--- config.mk ---
export PLATFORM = sky130hd
export DESIGN_NAME = lbp_channel_scheduler
export DESIGN_NICKNAME = d
export VERILOG_FILES = /design/src/rtl/lbp_pkg.sv /design/src/rtl/lbp_rr_arbiter.sv /design/src/rtl/lbp_channel_scheduler.sv
export SDC_FILE = /design/constraint.sdc
export NUM_CORES = 1
export LEC_CHECK = 0
export ABC_AREA = 1
export CAP_MARGIN = 10
export CORE_UTILIZATION = 26
export CTS_BUF_LIST = sky130_fd_sc_hd__clkbuf_4
export CTS_CLUSTER_DIAMETER = 30
export DETAILED_ROUTE_END_ITERATION = 7
export PLACE_DENSITY = 0.52
export SYNTH_ARGS = -nofsm -noshare
export SYNTH_HDL_FRONTEND = slang
export SYNTH_SLANG_ARGS = --single-unit
--- constraint.sdc ---
create_clock -name clk_i -period 3.8 [get_ports clk_i]
set_input_delay 1.14 -clock clk_i [delete_from_list [all_inputs] [get_ports clk_i]]
set_output_delay 1.14 -clock clk_i [all_outputs]
set_load 0.01 [all_outputs]
--- src/rtl/lbp_pkg.sv ---
// Shared helpers for the LBP channel scheduler and its arbiter.
// Contents:
//   chan_idx_w(n) - width of an index that addresses n items (minimum 1 bit)
// The context and output struct types depend on module parameters, so they
// are declared inside the modules that use them. Their widths are derived
// with chan_idx_w.
package lbp_pkg;

  function automatic int chan_idx_w(input int n);
    return (n > 1) ? $clog2(n) : 1;
  endfunction

endpackage

--- src/rtl/lbp_rr_arbiter.sv ---
// Parametric round-robin arbiter.
// Each cycle it grants the first requester at or above the rotating pointer,
// wrapping from N-1 back to 0. After a grant the pointer moves to the slot
// just past the winner. With no grant the pointer holds.
// Ports:
//   clk_i, rst_ni  - clock, asynchronous active-low reset
//   clear_i        - synchronous return of the pointer to 0
//   req_i          - request vector
//   gnt_o          - one-hot grant (or zero), combinational
//   gnt_idx_o      - index of the granted requester (0 when none)
//   gnt_any_o      - a grant is issued this cycle
module lbp_rr_arbiter
  import lbp_pkg::*;
#(
  parameter int N = 4,
  localparam int IDX_W = chan_idx_w(N)
) (
  input  logic             clk_i,
  input  logic             rst_ni,
  input  logic             clear_i,
  input  logic [N-1:0]     req_i,
  output logic [N-1:0]     gnt_o,
  output logic [IDX_W-1:0] gnt_idx_o,
  output logic             gnt_any_o
);

  logic [IDX_W-1:0] ptr_q, ptr_d;

  // pos is one bit wider than an index so ptr+k can be wrapped by a single
  // subtraction. This also works when N is not a power of two.
  always_comb begin
    logic [IDX_W:0] pos;
    logic           found;
    gnt_o     = '0;
    gnt_idx_o = '0;
    found     = 1'b0;
    pos       = '0;
    for (int k = 0; k < N; k++) begin
      pos = {1'b0, ptr_q} + (IDX_W+1)'(k);
      if (pos >= (IDX_W+1)'(N)) pos = pos - (IDX_W+1)'(N);
      if (!found && req_i[pos[IDX_W-1:0]]) begin
        found                     = 1'b1;
        gnt_o[pos[IDX_W-1:0]]     = 1'b1;
        gnt_idx_o                 = pos[IDX_W-1:0];
      end
    end
    gnt_any_o = found;
  end

  always_comb begin
    ptr_d = ptr_q;
    if (clear_i) begin
      ptr_d = '0;
    end else if (gnt_any_o) begin
      ptr_d = (gnt_idx_o == IDX_W'(N-1)) ? '0 : gnt_idx_o + 1'b1;
    end
  end

  always_ff @(posedge clk_i or negedge rst_ni) begin
    if (!rst_ni) ptr_q <= '0;
    else         ptr_q <= ptr_d;
  end

endmodule

--- src/rtl/lbp_channel_scheduler.sv ---
// Time-shares one LBP compare/shift datapath across NUM_CHANNELS sample streams.
// Each channel keeps its own context: previous sample, partial code and bit
// count. One channel is granted per cycle by round-robin arbitration. Each
// completed CODESIZE-bit code is emitted with its channel index through a
// 1-entry valid/ready output register.
// Ports:
//   clk_i, rst_ni      - clock, asynchronous active-low reset
//   clear_i            - synchronous clear of contexts, rr pointer and output
//   en_i               - grant enable; the output register drains regardless
//   data_i, valid_i    - per-channel samples
//   ready_o            - per-channel accept, one-hot or zero
//   code_o, chan_o     - completed code and its channel index
//   code_valid_o       - output valid
//   code_ready_i       - output ready
module lbp_channel_scheduler
  import lbp_pkg::*;
#(
  parameter int NUM_CHANNELS = 4,
  parameter int CODESIZE     = 6,
  parameter int DATA_WIDTH   = 32,
  localparam int CHAN_W      = chan_idx_w(NUM_CHANNELS)
) (
  input  logic                                    clk_i,
  input  logic                                    rst_ni,
  input  logic                                    clear_i,
  input  logic                                    en_i,
  input  logic [NUM_CHANNELS-1:0][DATA_WIDTH-1:0] data_i,
  input  logic [NUM_CHANNELS-1:0]                 valid_i,
  output logic [NUM_CHANNELS-1:0]                 ready_o,
  output logic [CODESIZE-1:0]                     code_o,
  output logic [CHAN_W-1:0]                       chan_o,
  output logic                                    code_valid_o,
  input  logic                                    code_ready_i
);

  localparam int              CNT_W    = chan_idx_w(CODESIZE);
  localparam logic [CNT_W-1:0] CNT_LAST = CNT_W'(CODESIZE-1);

  typedef struct packed {
    logic [DATA_WIDTH-1:0] prev;
    logic [CODESIZE-1:0]   code;
    logic [CNT_W-1:0]      cnt;
  } lbp_ctx_t;

  typedef struct packed {
    logic [CODESIZE-1:0] code;
    logic [CHAN_W-1:0]   chan;
  } lbp_out_t;

  lbp_ctx_t ctx_q [NUM_CHANNELS];
  lbp_ctx_t ctx_d [NUM_CHANNELS];
  lbp_out_t out_q, out_d;
  logic     out_valid_q, out_valid_d;

  logic [NUM_CHANNELS-1:0] req;
  logic [NUM_CHANNELS-1:0] gnt;
  logic [CHAN_W-1:0]       gnt_idx;
  logic                    gnt_any;
  logic                    slot_free;
  logic [CODESIZE-1:0]     code_shift [NUM_CHANNELS];

  assign slot_free = !out_valid_q || code_ready_i;

  // A channel about to complete a code may only go when the output slot can
  // take it. Gating with rst_ni keeps ready_o low while reset is held.
  always_comb begin
    req = '0;
    for (int i = 0; i < NUM_CHANNELS; i++) begin
      req[i] = rst_ni && valid_i[i] && en_i && !clear_i &&
               ((ctx_q[i].cnt != CNT_LAST) || slot_free);
    end
  end

  lbp_rr_arbiter #(
    .N (NUM_CHANNELS)
  ) u_arb (
    .clk_i     (clk_i),
    .rst_ni    (rst_ni),
    .clear_i   (clear_i),
    .req_i     (req),
    .gnt_o     (gnt),
    .gnt_idx_o (gnt_idx),
    .gnt_any_o (gnt_any)
  );

  assign ready_o = gnt;

  always_comb begin
    for (int i = 0; i < NUM_CHANNELS; i++) begin
      code_shift[i] = {ctx_q[i].code[CODESIZE-2:0], (data_i[i] > ctx_q[i].prev)};
    end
  end

  always_comb begin
    ctx_d       = ctx_q;
    out_d       = out_q;
    out_valid_d = out_valid_q;
    if (clear_i) begin
      for (int i = 0; i < NUM_CHANNELS; i++) ctx_d[i] = '0;
      out_d       = '0;
      out_valid_d = 1'b0;
    end else begin
      if (out_valid_q && code_ready_i) out_valid_d = 1'b0;
      // A reload in the same cycle overrides the drain above.
      for (int i = 0; i < NUM_CHANNELS; i++) begin
        if (gnt[i]) begin
          ctx_d[i].code = code_shift[i];
          ctx_d[i].prev = data_i[i];
          if (ctx_q[i].cnt == CNT_LAST) begin
            ctx_d[i].cnt = '0;
            out_d.code   = code_shift[i];
            out_d.chan   = gnt_idx;
            out_valid_d  = 1'b1;
          end else begin
            ctx_d[i].cnt = ctx_q[i].cnt + 1'b1;
          end
        end
      end
    end
  end

  always_ff @(posedge clk_i or negedge rst_ni) begin
    if (!rst_ni) begin
      for (int i = 0; i < NUM_CHANNELS; i++) ctx_q[i] <= '0;
      out_q       <= '0;
      out_valid_q <= 1'b0;
    end else begin
      ctx_q       <= ctx_d;
      out_q       <= out_d;
      out_valid_q <= out_valid_d;
    end
  end

  assign code_o       = out_q.code;
  assign chan_o       = out_q.chan;
  assign code_valid_o = out_valid_q;

endmodule

==> metrics, run 1 <==
outcome finished clean; Slew HR between 50% and 60%; Gate Count Post-Synth about 1,300; Critical Path Sink Type output port; CP Launch Type input pin; Pwr per Cell Area approximately 530 mW/mm^2; core region area approximately 0.04 sq mm; wirelength, routed between 20,000 and 30,000 um; Mapped Nets approximately 1,600; Yosys reg bits ~170; initial antenna violation count 2; largest net degree at the start of global routing 48; grt peak-use layer met2; DP Area around 0.013 sq mm; Fin. Hold Viols 0; peak supply drop roughly 0.25 mV; period utilization a little over nine tenths; share of power burned in combinational logic between 40% and 50%; Worst Skew between 15 and 20 ps; Tmin final around 3700 ps; Skew-Pair Late Insertion Delay ~620 ps; CTS sink cnt between 150 and 200; initial core utilization about a quarter; endpoints failing setup 0; cts bufs inserted 17; share of post-route cells with drive strength above 1 around 12%; Worst-Margin Slew roughly 680 ps; maximum clock insertion buffer count 2; crit path max fanout 7; GRT met1 Usage between 10% and 20%; met3 Usage GRT 3.452%; gpl congestion approximately 0.9; Post-DP HPWL around 20,000 um; clock root cell clkbuf_4; Die Wd a little over 200 um; sequential element share of the synthesized area about two fifths; PortBufs approximately 150; Critical R2R Capture code_o[3]; fmax 0.2704 GHz; Avg Inst Size Synth 8.258 sq um; Worst EP required around 2700 ps; Total GRT Usage 13.79%; mean number of vias per cell approximately 4.4; leading cell type in the layout, fill and taps excluded nand2_1; GR Layer Usage met2 between 20% and 30%; Final ANT Viol Nets 0; gr ovfl total 0; switching power between 2 and 3 mW; Post-Route Setup TNS 0 ps; DRC 0; Clk pwr share 15.8%; WP data arrival approximately 2600 ps; cell area after layout 0.01334 sq mm; H-tree lvl count 4; kind of critical path in2out; I/O pin cnt 150; max-cap viol count 0; Cell Area, Synth ~0.011 sq mm; worst-case reg-to-reg path depth 14; Hold WC Path Type in2async; DR WL/cell ~14 um; die area approximately 0.041 sq mm; Slew Viols, Final 0; Net Sw Frac approximately two fifths; reg2reg start u_arb.ptr_q[0]; Leak between 6 and 7 nW; TritonCTS clock tree done; Final #Nets about 1,700; flop2flop setup slack between 900 and 1000 ps; Clk pin slew, worst setup/hold paths approximately 150 ps; warnings from Yosys 0; Area Overhead vs Synth 26.23%; vias in the first global route 9,083; die height around 200 um; first-pass GRT wire length between 40,000 and 50,000 um; sequential share of power 36.2%; TritonRoute pass-1 iters 5; commonest non-fill, non-tap cells in the layout nand2_1, inv_1, dfrtp_1; hold buffer count at cts 0; Vias between 8,000 and 9,000; row cnt 73; Int Pwr roughly 4.1 mW; Distinct cells, synth 41; initial DRC count about 340
worst max path at each step:
| stage | from | end | cells past startpoint |
|---|---|---|---|
| after floorplan | code_ready_i | ready_o[2] | 10 |
| after global placement | en_i | ready_o[1] | 13 |
| after detailed placement | code_ready_i | ready_o[1] | 12 |
| after CTS | ctx_q[123] | ready_o[1] | 13 |
| after global routing | ctx_q[0] | ready_o[2] | 13 |
| final | code_ready_i | ready_o[2] | 13 |
metrics by stage:
stage / setup slack, ps / instances / utilization, % / hold WS (ps) / power (mW)
floorplan: 185.7 / 1280 / - / 447.9 / 4.928
global placement: -644.1 / 1964 / 32.37 / 472.5 / 5.950
detailed placement: -729.3 / 1964 / 32.37 / 481.9 / 6.028
CTS: 10.62 / 1998 / 33.22 / 382.0 / 7.238
global route: -6.588 / 2008 / 33.43 / 393.9 / 7.883
finish: 101.7 / 2008 / 33.43 / 481.5 / 7.091
power groups by stage:
stage / logic [mW] / registers, mW / clock network, mW
2_1_floorplan: 2.35 / 2.58 / 0
3_3_place_gp: 3.35 / 2.60 / 0
3_5_place_dp: 3.42 / 2.61 / 0
4_1_cts: 3.46 / 2.57 / 1.21
5_1_grt: 3.98 / 2.63 / 1.27
6_report: 3.41 / 2.56 / 1.12
final cells by class:
| class | count | area (sq um) |
|---|---|---|
| diodes | 1 | 2.502 |
| clock buffers | 17 | 127.6 |
| clock inverters | 15 | 148.9 |
| fillers | 4245 | 26570 |
| inverters | 208 | 785.8 |
| multi-input cells | 867 | 5376 |
| flip-flops and latches | 171 | 4279 |
| well taps | 525 | 656.9 |
| repair buffers | 204 | 1966 |
kinds of logic after synthesis:
group	Yosys count	synth area share, %
simple gates	453	19.05
compound gates	277	14.81
buf+inv	242	9.481
flops	171	40.48
fa+ha+maj	136	16.10
xor+xnor	1	0.08287
cell usage after synthesis, drive strengths merged:
cell type / n / area share [%]
clkbuf: 6 / 0.21
and3: 2 / 0.12
dfrtp: 171 / 40
nor4: 2 / 0.12
o31ai: 4 / 0.28
o21bai: 1 / 0.071
a21oi: 72 / 3.4
xnor2: 1 / 0.083
nand4: 14 / 0.83
ha: 136 / 16
o21ai: 175 / 9.0
o221ai: 1 / 0.083
nand2: 306 / 12
a21o: 2 / 0.14
a22o: 1 / 0.083
a31o: 1 / 0.083
o21a: 4 / 0.28
nand3: 68 / 3.6
o2111ai: 1 / 0.083
a31oi: 1 / 0.059
inv: 207 / 7.4
nor2: 52 / 2.5
o211ai: 6 / 0.43
nor3: 9 / 0.43
o22ai: 8 / 0.77
buf: 28 / 1.8
clkinv: 1 / 0.083
per-layer routing:
metal / vias up / routed length (um)
li1: 4559 / -
met1: 4171 / 13170
met2: 138 / 12850
met3: 21 / 972
met4: 0 / 314
met5: - / 0
what timing repair did:
item / 4_1_cts / 5_1_grt
endpoints found under the setup margin: 4 / 4
pin swaps: 23 / 14
buffers inserted: 2 / 9
gates resized for setup: 44 / 12
flip-flops by register name, summed over array words and instances, names as in the netlist:
register and count:
code_valid_o 1, code_o 6, code_shift 20, ctx_q 140, u_arb.ptr_q 2, chan_o 2
worst max-delay path, cell delays in order:
cell      delay [ps]
clkbuf_2         100
nor2_4           190
nand2_2           90
nand3_2          100
nand3_2           90
nand2_4          140
inv_2             70
buf_4            130
nand2_1           60
nand2_1           70
nor2_2           150
nand2_4           60
buf_2            140
Power figures use the tool's default switching activity.
==> run 2, diff against run 1 <==
--- a/config.mk
+++ b/config.mk
@@ -12,6 +12,8 @@
 export CTS_CLUSTER_DIAMETER = 30
 export DETAILED_ROUTE_END_ITERATION = 7
 export PLACE_DENSITY = 0.52
+export REMOVE_ABC_BUFFERS = 1
+export SLEW_MARGIN = 20
 export SYNTH_ARGS = -nofsm -noshare
 export SYNTH_HDL_FRONTEND = slang
 export SYNTH_SLANG_ARGS = --single-unit
==> run 2 against run 1 <==
Combinational power rose by 1%. Maximum frequency fell by 0.65%. Global-route usage fell by 0.38 points. Non-clock buffer count fell by 7. Clock-buffer cell count rose by 3. Die area did not move. Hold slack improved by 31 ps. Clock power fell by 12%. Via count fell by 1.7%. Final cell count fell by 0.35%. Worst setup slack got worse by 24 ps.
==> metrics, run 2 (same netlist as run 1, synthesis figures left out) <==
Worst Skew approximately 27 ps; Worst EP required 2660 ps; Total GRT Usage 13.41%; Post-DP HPWL 19,240 um; max FFs per register 140; outcome finished clean; die height between 200 and 250 um; wl on met1 around 13,000 um; leading cell type in the layout, fill and taps excluded nand2_1; Die Wd 203.6 um; worst-case reg-to-reg path depth 19; DR WL met2 between 10,000 and 15,000 um; Register Area between 0.004 and 0.005 sq mm; Power Total 6.990 mW; worst hold endpoint ctx_q[132]; TritonCTS clock tree done; Pwr per Cell Area roughly 530 mW/mm^2; fill count ~4,200; Tmin final 3722 ps; row cnt 73; maximum clock insertion buffer count 2; H-tree lvl count 4; vias in the first global route between 8,000 and 9,000; wirelength, routed ~27,000 um; commonest non-fill, non-tap cells in the layout nand2_1, inv_1, dfrtp_1; max-cap viol count 0; Clk pin slew, worst setup/hold paths between 100 and 150 ps; max layer used met4; peak supply drop ~0.18 mV; HP Start ctx_q[132]; PortBufs 149; mean number of vias per cell approximately 4.4; crit path max fanout 5; die area between 0.04 and 0.05 sq mm; CTS sink cnt approximately 170; clock root cell clkbuf_4; Skew-Pair Late Insertion Delay roughly 610 ps; area of the multi-input gates approximately 0.0054 sq mm; DP Area 0.01284 sq mm; cell area after layout approximately 0.013 sq mm; reg2reg start ctx_q[83]; endpoints failing setup 0; Final ANT Viol Nets 0; CP Launch Type input pin; most flop-heavy register ctx_q; kind of critical path in2out; Slew HR a little under half; Final #Nets between 1,500 and 2,000; TritonRoute pass-1 iters 5; utilization after layout 33.20%; initial core utilization roughly a quarter; Slew Viols, Final 0; share of post-route cells with drive strength above 1 12.08%; DR WL/cell about 13 um; first-pass GRT wire length 44,030 um; cts bufs inserted 17; initial antenna violation count 1; gpl congestion ~0.85; Hold WC Path Type reg2reg; Met3 Routed Length between 1000 and 1500 um; period utilization a little over nine tenths; Fin. Hold Viols 0; flop2flop setup slack between 600 and 700 ps; gr ovfl total 0; Area Overhead vs Synth 25.37%; largest net degree at the start of global routing approximately 60; Critical R2R Capture chan_o[0]; Worst-Margin Slew roughly 810 ps; Leak between 5 and 6 nW; WP data arrival about 2600 ps; Critical Path Sink Type output port; Vias just under 9,000; initial DRC count around 380; I/O pin cnt 150; core region area around 0.040 sq mm; hold path depth 2; fmax between 0.2 and 0.3 GHz; DRC 0
[run 2: routing by layer]
layer	global-route usage [%]	vias to the layer above
li1	-	4543
met1	17.06	4040
met2	22.15	135
met3	3.611	20
met4	3.733	0
met5	0	-
[run 2: how the worst max path moves through the flow]
stage,endpoint,depth (start not counted),slack [ps],from
finish,ready_o[2],13,80,valid_i[2]
CTS,ready_o[3],12,10,ctx_q[123]
detailed placement,ready_o[1],11,-720,code_ready_i
global placement,ready_o[1],11,-650,code_ready_i
floorplan,ready_o[1],9,-180,code_ready_i
global route,ready_o[2],13,-20,valid_i[2]
[run 2: area by class of cell]
cell class / instances / area share [%]
flip-flops and latches: 171 / 32.30
clock inverters: 11 / 0.5665
multi-input cells: 867 / 40.80
inverters: 208 / 5.930
well taps: 525 / 4.957
clock buffers: 20 / 1.133
repair buffers: 197 / 14.28
diodes: 2 / 0.03777
[run 2: repair_timing]
| item | 4_1_cts | 5_1_grt |
|---|---|---|
| pin swaps | 28 | 16 |
| endpoints found under the setup margin | 4 | 4 |
| hold buffers | 0 | 0 |
| resized for setup | 53 | 13 |
| hold endpoints to repair | 0 | 0 |
| buffers inserted | 6 | 5 |
[run 2: worst max-delay path, stage by stage]
cell and delay (ps):
dlygate4sd2_1 230, nand3_1 80, nor2_2 50, buf_4 140, nand3_2 80, nand3_2 100
nand2_4 110, nand2_4 60, nor2_4 160, buf_4 140, nand3_2 80, nand2_4 110
buf_6 110
[run 2: per-stage QoR]
| stage | setup TNS [ps] | hold slack [ps] | worst slack (ps) | cells |
|---|---|---|---|---|
| 3_3_place_gp | -6507 | 480.2 | -650.2 | 1958 |
| 6_report | 0 | 512.2 | 77.58 | 2001 |
| 5_1_grt | -24.41 | 521.4 | -18.14 | 2001 |
| 3_5_place_dp | -14620 | 482.8 | -724.1 | 1958 |
| 4_1_cts | 0 | 499.3 | 14.04 | 1995 |
| 2_1_floorplan | -176.1 | 447.9 | -176.1 | 1246 |
[run 2: power by group]
group	switching (mW)	internal [mW]	total (mW)
clock network	0.710	0.273	0.982
registers	0.176	2.38	2.56
logic	2.08	1.37	3.45
total	2.97	4.02	6.99
==> run 3, diff against run 2 <==
--- a/config.mk
+++ b/config.mk
@@ -11,6 +11,8 @@
 export CTS_BUF_LIST = sky130_fd_sc_hd__clkbuf_4
 export CTS_CLUSTER_DIAMETER = 30
 export DETAILED_ROUTE_END_ITERATION = 7
+export GPL_TIMING_DRIVEN = 0
+export MAX_ROUTING_LAYER = met4
 export PLACE_DENSITY = 0.52
 export REMOVE_ABC_BUFFERS = 1
 export SLEW_MARGIN = 20
==> run 3 against run 2 <==
Hold slack worse by 200 ps. Sequential share of layout area down 0.88 points. Via count up 2.0%. Non-clock buffer count down 9. Global-route usage up 1.5 points. Flip-flop and latch count unchanged. Wire length up 7.5%. Sequential power about the same. Critical path depth down 1. Clock-buffer cell count down 3. Critical path type unchanged.
==> metrics, run 3 (same netlist as run 1, synthesis figures left out) <==
outcome finished clean; PortBufs between 100 and 150; initial antenna violation count 2; fmax ~0.27 GHz; Worst Skew 24.33 ps; gr ovfl total 0; Final #Nets between 1,500 and 2,000; Worst-Margin Slew around 850 ps; Worst EP required between 2000 and 3000 ps; row cnt 73; maximum clock insertion buffer count 2; GR Layer Usage met2 about 24%; WP data arrival about 2600 ps; Non-Filler Instances about 2,000; Slew HR 43.28%; grt peak-use layer met2; Critical Path, Cell by Cell buf_2 > nor2_4 > nand2_2 > nand3_2 > nand3_2 > nand2_4 > buf_6 > nand3_4 > nor2_4 > nor2_2 > nand2_4 > buf_6; commonest non-fill, non-tap cells in the layout nand2_1, inv_1, dfrtp_1; Placed Instances 1,923; leading cell type in the layout, fill and taps excluded nand2_1; max-cap viol count 0; Crit path depth 12; vias in the first global route 9,044; endpoints failing setup 0; Clk pin slew, worst setup/hold paths roughly 150 ps; Vias between 8,000 and 9,000; crit path max fanout 7; Slew Viols, Final 0; CTS sink cnt ~170; GRT met1 Usage ~18%; Area Overhead vs Synth 28.98%; cell area after layout approximately 0.014 sq mm; peak supply drop 0.2423 mV; I/O pin cnt 150; Die Wd 203.6 um; setup slack at placement -1857 ps; Worst path top cell family by delay simple AND/OR/NAND/NOR gates; wirelength, routed ~29,000 um; area of the multi-input gates about 0.0056 sq mm; DP Area about 0.013 sq mm; die height 203.6 um; CP Launch Type input pin; Hold WC Path Type in2async; DR WL/cell around 14 um; Register Area roughly 0.0043 sq mm; clock root cell clkbuf_4; Pwr per Cell Area approximately 560 mW/mm^2; cts bufs inserted 17; gpl congestion about 0.78; worst-case reg-to-reg path depth 15; H-tree lvl count 4; period utilization 98.20%; reg2reg start ctx_q[0]; Post-DP HPWL 18,280 um; first-pass GRT wire length roughly 47,000 um; mean number of vias per cell around 4.5; setup ws final around 69 ps; Final ANT Viol Nets 0; Fin. Hold Viols 0; TritonRoute pass-1 iters 4; Post-Route Setup TNS 0 ps; share of post-route cells with drive strength above 1 12.78%; die area between 0.04 and 0.05 sq mm; max FFs per register between 100 and 150; kind of critical path in2out; Tmin final around 3700 ps; Skew-Pair Late Insertion Delay about 640 ps; initial DRC count roughly 330; initial core utilization between 20% and 30%; Critical Path Sink Type output port; core region area around 0.04 sq mm; Leak approximately 6.1 nW; met3 Usage GRT ~3.7%; fill count about 4,200; Critical R2R Capture ctx_q[42]; Buf/Inv on CP 3; most flop-heavy register ctx_q; flop2flop setup slack ~630 ps; Total GRT Usage between 10% and 20%; DRC 0; Crit path largest cell delay about 190 ps; largest net degree at the start of global routing between 70 and 80; TritonCTS clock tree done; Crit-path slowest cell nor2_4
[run 3: per-layer routing]
metal	wire length, um	up-vias
met2	13570	153
met1	13380	4189
li1	-	4545
met4	546	0
met3	1180	30
met5	0	-
[run 3: worst register-to-register path: cells and delay by family, from the launching register on]
family	cells	cell delay [ps]
AOI/OAI and AO/OA	1	200
buffers and inverters	3	550
and+or+nand+nor	11	1880
DFF	1	400
[run 3: report_power, final]
part	switching, mW	internal (mW)
clock network	0.741	0.654
logic	2.22	1.45
registers	0.187	2.39
[run 3: worst max path at each step]
| stage | from | to | slack [ps] |
|---|---|---|---|
| global placement | rst_ni | ready_o[1] | -9200 |
| floorplan | code_ready_i | ready_o[1] | -180 |
| CTS | valid_i[2] | ready_o[1] | 1 |
| global route | ctx_q[0] | ready_o[1] | -30 |
| detailed placement | clear_i | ready_o[3] | -1860 |
| finish | code_ready_i | ready_o[1] | 70 |
[run 3: area by class of cell]
| type | count | share of cell area (%) |
|---|---|---|
| multi-input cells | 872 | 41.13 |
| inverters | 208 | 5.837 |
| clock inverters | 15 | 1.799 |
| clock buffers | 17 | 0.9361 |
| well taps | 525 | 4.818 |
| flip-flops and latches | 171 | 31.42 |
| diodes | 2 | 0.03671 |
| repair buffers | 188 | 14.02 |
[run 3: through the flow]
stage	util, %	hold slack, ps	total power, mW
floorplan	-	447.9	4.809
global placement	31.32	476.8	5.715
detailed placement	31.53	483.0	5.788
CTS	33.81	193.5	7.740
global route	34.16	209.9	8.394
finish	34.16	307.4	7.641
[run 3: timing repair]
item / in CTS / in global routing
resized for setup: 84 / 22
pin swaps: 25 / 20
setup endpoints to repair: 123 / 4
setup buffers: 24 / 10
hold buffers: 0 / 0
gates cloned: 8 / 0
==> variant 1: new RTL, flow settings as in run 2 <==
The parameter `NUM_CHANNELS` goes from 4 to 8.
--- a/src/rtl/lbp_channel_scheduler.sv
+++ b/src/rtl/lbp_channel_scheduler.sv
@@ -17,3 +17,3 @@
 #(
-  parameter int NUM_CHANNELS = 4,
+  parameter int NUM_CHANNELS = 8,
   parameter int CODESIZE     = 6,
Ports: changed (resized chan_o, data_i, ready_o and valid_i); port bits go from 150 to 287. No check against the original RTL was run, so the function may have changed too.
==> variant 1 against run 2 <==
  * The run now ends with setup timing left
  * Count of clock-buffer cells in the layout rose by 155
  * Total power rose to 2.6 times the old value
  * Via count increased by 110%
  * Synthesized area increased by 97%
  * Routed wire length is 130% higher
  * Non-clock buffer count up 274
  * Worst setup slack worse by 0.72 ns
  * Clock power increased to 4.3 times the old value
  * Worst hold slack worse by 0.26 ns
  * Sequential cell count grew 162
  * Maximum frequency fell by 16%
  * Cell area grew 110%
  * Global-route usage increased by 2.0 points
  * Critical path type unchanged
  * Highest routed layer is now met5
==> variant 1: results (changes against run 2) <==
Maximum vdd drop -> 0.000279 V (+52%)
Crit-path slowest cell -> clkdlybuf4s50_1
Reg power frac -> 25.9% (-11 points)
Setup TNS -> -4.79 ns (-4.79 ns)
Vias per inst -> 4.41 (+0.91%)
Xor/xnor cell area share of the yosys netlist -> 0.253% (+0.17 points)
Synth Area in Adders -> 15.9% (-0.20 points)
DR pass1 iterations -> 5 (unchanged)
Final layout net count -> 3,639 (+110%)
Run status -> finished, violations left
Via count -> 18,700 (+110%)
Hold WS -> 0.253 ns (-0.259 ns)
CTS buffer count -> 130 (+113)
Initial antenna violation count -> 6 (+5)
H-tree levels -> 4 (unchanged)
Slack of the critical path -> -0.641 ns (-0.718 ns)
Switching power -> 0.00771 W (+160%)
RePlAce Congestion -> 0.885 (+4.7%)
Layout cell share with drive strength beyond 1 -> 17.0% (+5.0 points)
Setup WS pre-CTS -> -1.45 ns (-0.725 ns)
Clk_lat worst skew -> 0.94 ns (+0.33 ns)
Post-synthesis cell type count -> 54 (+32%)
Layout Skew -> 0.0531 ns (+0.0259 ns)
Synth Area in Compound Gates -> 15.5% (+0.65 points)
First-pass GRT wire length -> 99,200 µm (+130%)
Worst min path class -> in2async
Top post-synthesis cells by area -> dfrtp_1 (40%), ha_1 (16%), nand2_1 (10%)
HPWL after DPL -> 45,300 µm (+140%)
Largest register FFs -> 280 (+100%)
Synth cell count leaders -> nand2_1 (553), inv_1 (403), o21ai_0 (336)
Placed cell count -> 3,994 (+100%)
Clk pwr share -> 23.1% (+9.0 points)
P_leak -> 12.9 nW (+120%)
Failing checks -> setup timing
Largest net degree at the start of global routing -> 129 (+110%)
DR WL/cell -> 14.4 µm (+8.1%)
IO Port Bufs -> 286 (+92%)
Clock transition at path regs -> 0.06 ns (-0.07 ns)
Register area share after synthesis -> 40.1% (-0.38 points)
Syn_area_per_cell -> 8.07 µm² (-2.3%)
Final setup viols -> 8 (+8)
Crit-path max cell delay -> 0.46 ns (+0.23 ns)
Placement Cell Area -> 25,900 µm² (+100%)
Gr usage total -> 15.4% (+2.0 points)
Starting DRC count in detailed routing -> 903 (+140%)
Worst Path Max Fanout -> 3 (-2)
Slew @ Worst Pin -> 0.869 ns (+0.0608 ns)
Critical path arrival -> 3.30 ns (+0.72 ns)
Switching fraction of total power -> 41.7% (-0.75 points)
Setup slack, reg-to-reg -> 0.24 ns (-0.38 ns)
Maximum clock path buffer count -> 3 (+1)
Syn. warnings -> 0 (unchanged)
-- variant 1: cell types whose count changed in the layout (fill, tap and decap cells not counted), moves of 60 or more --
cell | run 2 | this run
buf_4 | 43 | 167
clkdlybuf4s50_1 | 137 | 271
o21ai_0 | 120 | 336
nand2_1 | 283 | 539
clkbuf_4 | 20 | 175
a21oi_1 | 72 | 132
ha_1 | 136 | 261
dfrtp_1 | 170 | 332
inv_1 | 203 | 399
-- variant 1: area by class of cell --
type	count	area, µm²
fillers	8277	50800
inverters	423	1600
clock inverters	44	300
well taps	1050	1310
flip-flops and latches	333	8330
multi-input cells	1747	10900
clock buffers	175	1310
diodes	6	15.0
repair buffers	471	4420
-- variant 1: timing repair --
action,CTS,global route
pin swaps,32,29
setup endpoints to repair,16,15
setup buffers,23,7
cloned,1,0
resized for setup,118,36
hold endpoints to repair,0,0
-- variant 1: metal layers --
layer | share of wire, % | GRT usage, %
met2 | 46 | 24.3
met4 | 3.0 | 7.31
met5 | 0.021 | 0
met1 | 46 | 19.6
met3 | 5.6 | 4.00
-- variant 1: path summary, 6_finish.rpt --
check,from,to,cells past startpoint
min in group clk_i,ctx_q[255]$_DFFE_PN0P_,ctx_q[255]$_DFFE_PN0P_,2
max in group asynchronous,rst_ni,ctx_q[125]$_DFFE_PN0P_,3
worst max register to register,u_arb.ptr_q[1]$_DFFE_PN0P_,code_o[1]$_DFF_PN0_,25
worst min-delay path,rst_ni,ctx_q[179]$_DFFE_PN0P_,2
worst min register to register,ctx_q[255]$_DFFE_PN0P_,ctx_q[255]$_DFFE_PN0P_,2
worst max-delay path,valid_i[0],ready_o[1],16
-- variant 1: worst max-delay path: cells and delay by family --
kind                   cells  cell delay (ns)
buffers and inverters      7             1.12
AND/OR/NAND/NOR            9             1.04
==> variant 2: new RTL, settings of run 2 <==
Without the edit above. Make the reset (`rst_ni`) synchronous in 2 clocked blocks. Comments in the files are not updated.
--- a/src/rtl/lbp_rr_arbiter.sv
+++ b/src/rtl/lbp_rr_arbiter.sv
@@ -58,3 +58,3 @@
 
-  always_ff @(posedge clk_i or negedge rst_ni) begin
+  always_ff @(posedge clk_i) begin
     if (!rst_ni) ptr_q <= '0;
--- a/src/rtl/lbp_channel_scheduler.sv
+++ b/src/rtl/lbp_channel_scheduler.sv
@@ -121,3 +121,3 @@
 
-  always_ff @(posedge clk_i or negedge rst_ni) begin
+  always_ff @(posedge clk_i) begin
     if (!rst_ni) begin
Function: changed (a bounded check fails within 10 cycles, from zero or initial values and one cycle with rst_ni low; the reset may be asserted at any time).
==> variant 2 against run 2 <==
  * Sequential cell count did not move
  * Register-to-register slack better by 0.56 ns
  * Cell area shrank 6.2%
  * Critical path depth down 1
  * Synthesized area shrank 6.6%
  * Sequential share of layout area decreased by 4.7 points
  * Routed wire length decreased by 11%
  * Total power is 21% lower
  * Worst setup slack better by 0.050 ns
  * Critical path type unchanged
==> variant 2: results (changes against run 2) <==
Worst Path Max Fanout -> 6 (+1)
Synth Area in Compound Gates -> 22.1% (+7.2 points)
Slack of the critical path -> 0.127 ns (+0.0496 ns)
Via count -> 8,636 (-1.2%)
Starting DRC count in detailed routing -> 300 (-22%)
R2R Path End -> ctx_q[102]$_SDFFE_PP0N_
Post-synthesis cell type count -> 36 (-12%)
Hold Path Sink -> ctx_q[36]$_SDFFE_PP0N_
Clk. pwr -> 0.00109 W (+11%)
Crit-path slowest cell -> dlygate4sd2_1
Placed cell count -> 1,931 (-1.4%)
Gr usage total -> 12.5% (-0.87 points)
Worst Reg2Reg Path Length in Cells -> 14 (-5)
Clock transition at path regs -> 0.14 ns
Top post-synthesis cells by area -> dfxtp_1 (35%), ha_1 (17%), a21oi_1 (11%)
Slew @ Worst Pin -> 0.502 ns (-0.307 ns)
Hold depth -> 2 (unchanged)
Vias per inst -> 4.38 (+0.39%)
Critical path arrival -> 2.53 ns (-0.05 ns)
Largest net degree at the start of global routing -> 72 (+18%)
P_seq -> 0.00212 W (-17%)
Maximum clock path buffer count -> 2 (unchanged)
Vias in the first global route -> 8,184 (-5.8%)
Drt total wl -> 23,700 µm (-11%)
Layout Skew -> 0.0369 ns (+0.00970 ns)
Setup slack, reg-to-reg -> 1.18 ns (+0.56 ns)
First-pass GRT wire length -> 39,400 µm (-11%)
Clk_lat worst skew -> 0.60 ns
Hold WS -> 0.465 ns (-0.0474 ns)
Syn_area_per_cell -> 7.63 µm² (-7.6%)
Run status -> completed
Worst setup path endpoint -> ready_o[0]
HPWL after DPL -> 17,400 µm (-9.5%)
Fill cells -> 3,988 (-4.3%)
Synth cell count leaders -> a21oi_1 (215), inv_1 (191), dfxtp_1 (171), o21ai_0 (171), ha_1 (137)
H-tree levels -> 4 (unchanged)
Placement Cell Area -> 12,000 µm² (-6.7%)
Final layout net count -> 1,719 (-0.92%)
Xor/xnor cell area share of the yosys netlist -> 0% (-0.083 points)
Pwr dens -> 443 nW/µm² (-16%)
Setup WS pre-CTS -> -0.692 ns (+0.0323 ns)
Synth Area in Adders -> 17.4% (+1.3 points)
Hold Buf Count CTS -> 0 (unchanged)
CTS buffer count -> 17 (unchanged)
Register area share after synthesis -> 34.7% (-5.8 points)
Min-Delay Startpoint -> ctx_q[36]$_SDFFE_PP0N_
Layout cell share with drive strength beyond 1 -> 9.47% (-2.6 points)
Fraction of registers with async set/reset -> 0% (-100 points)
P_leak -> 4.78 nW (-20%)
IO Port Bufs -> 149 (unchanged)
Crit-path max cell delay -> 0.20 ns (-0.03 ns)
Maximum vdd drop -> 0.000194 V (+5.4%)
Switching fraction of total power -> 39.4% (-3.1 points)
RePlAce Congestion -> 0.809 (-4.4%)
RR Startpoint -> u_arb.ptr_q[1]$_SDFFE_PP0P_
variant 2: metal layers:
metal,share of wire (%),global-route usage [%],up-vias
met4,0.95,2.96,0
met3,5.2,3.90,13
met1,48,15.9,3870
li1,-,-,4635
met5,0,0,-
met2,46,20.6,118
variant 2: cell type report:
type | instances | area (µm²) | area share, %
multi-input cells | 871 | 5510 | 44.3
flip-flops and latches | 171 | 3420 | 27.6
repair buffers | 183 | 1820 | 14.6
inverters | 201 | 759 | 6.11
well taps | 511 | 639 | 5.15
clock inverters | 15 | 149 | 1.20
clock buffers | 17 | 128 | 1.03
diodes | 1 | 2.50 | 0.0201
variant 2: what timing repair did:
item,CTS,global route
pin swaps,21,8
endpoints found under the setup margin,4,4
cloned,0,0
resized for setup,51,19
setup buffers,6,0
variant 2: worst max-delay path, delay by kind of cell:
family	cells	cell delay [ns]
buffers and inverters	3	0.46
AND/OR/NAND/NOR	9	0.93
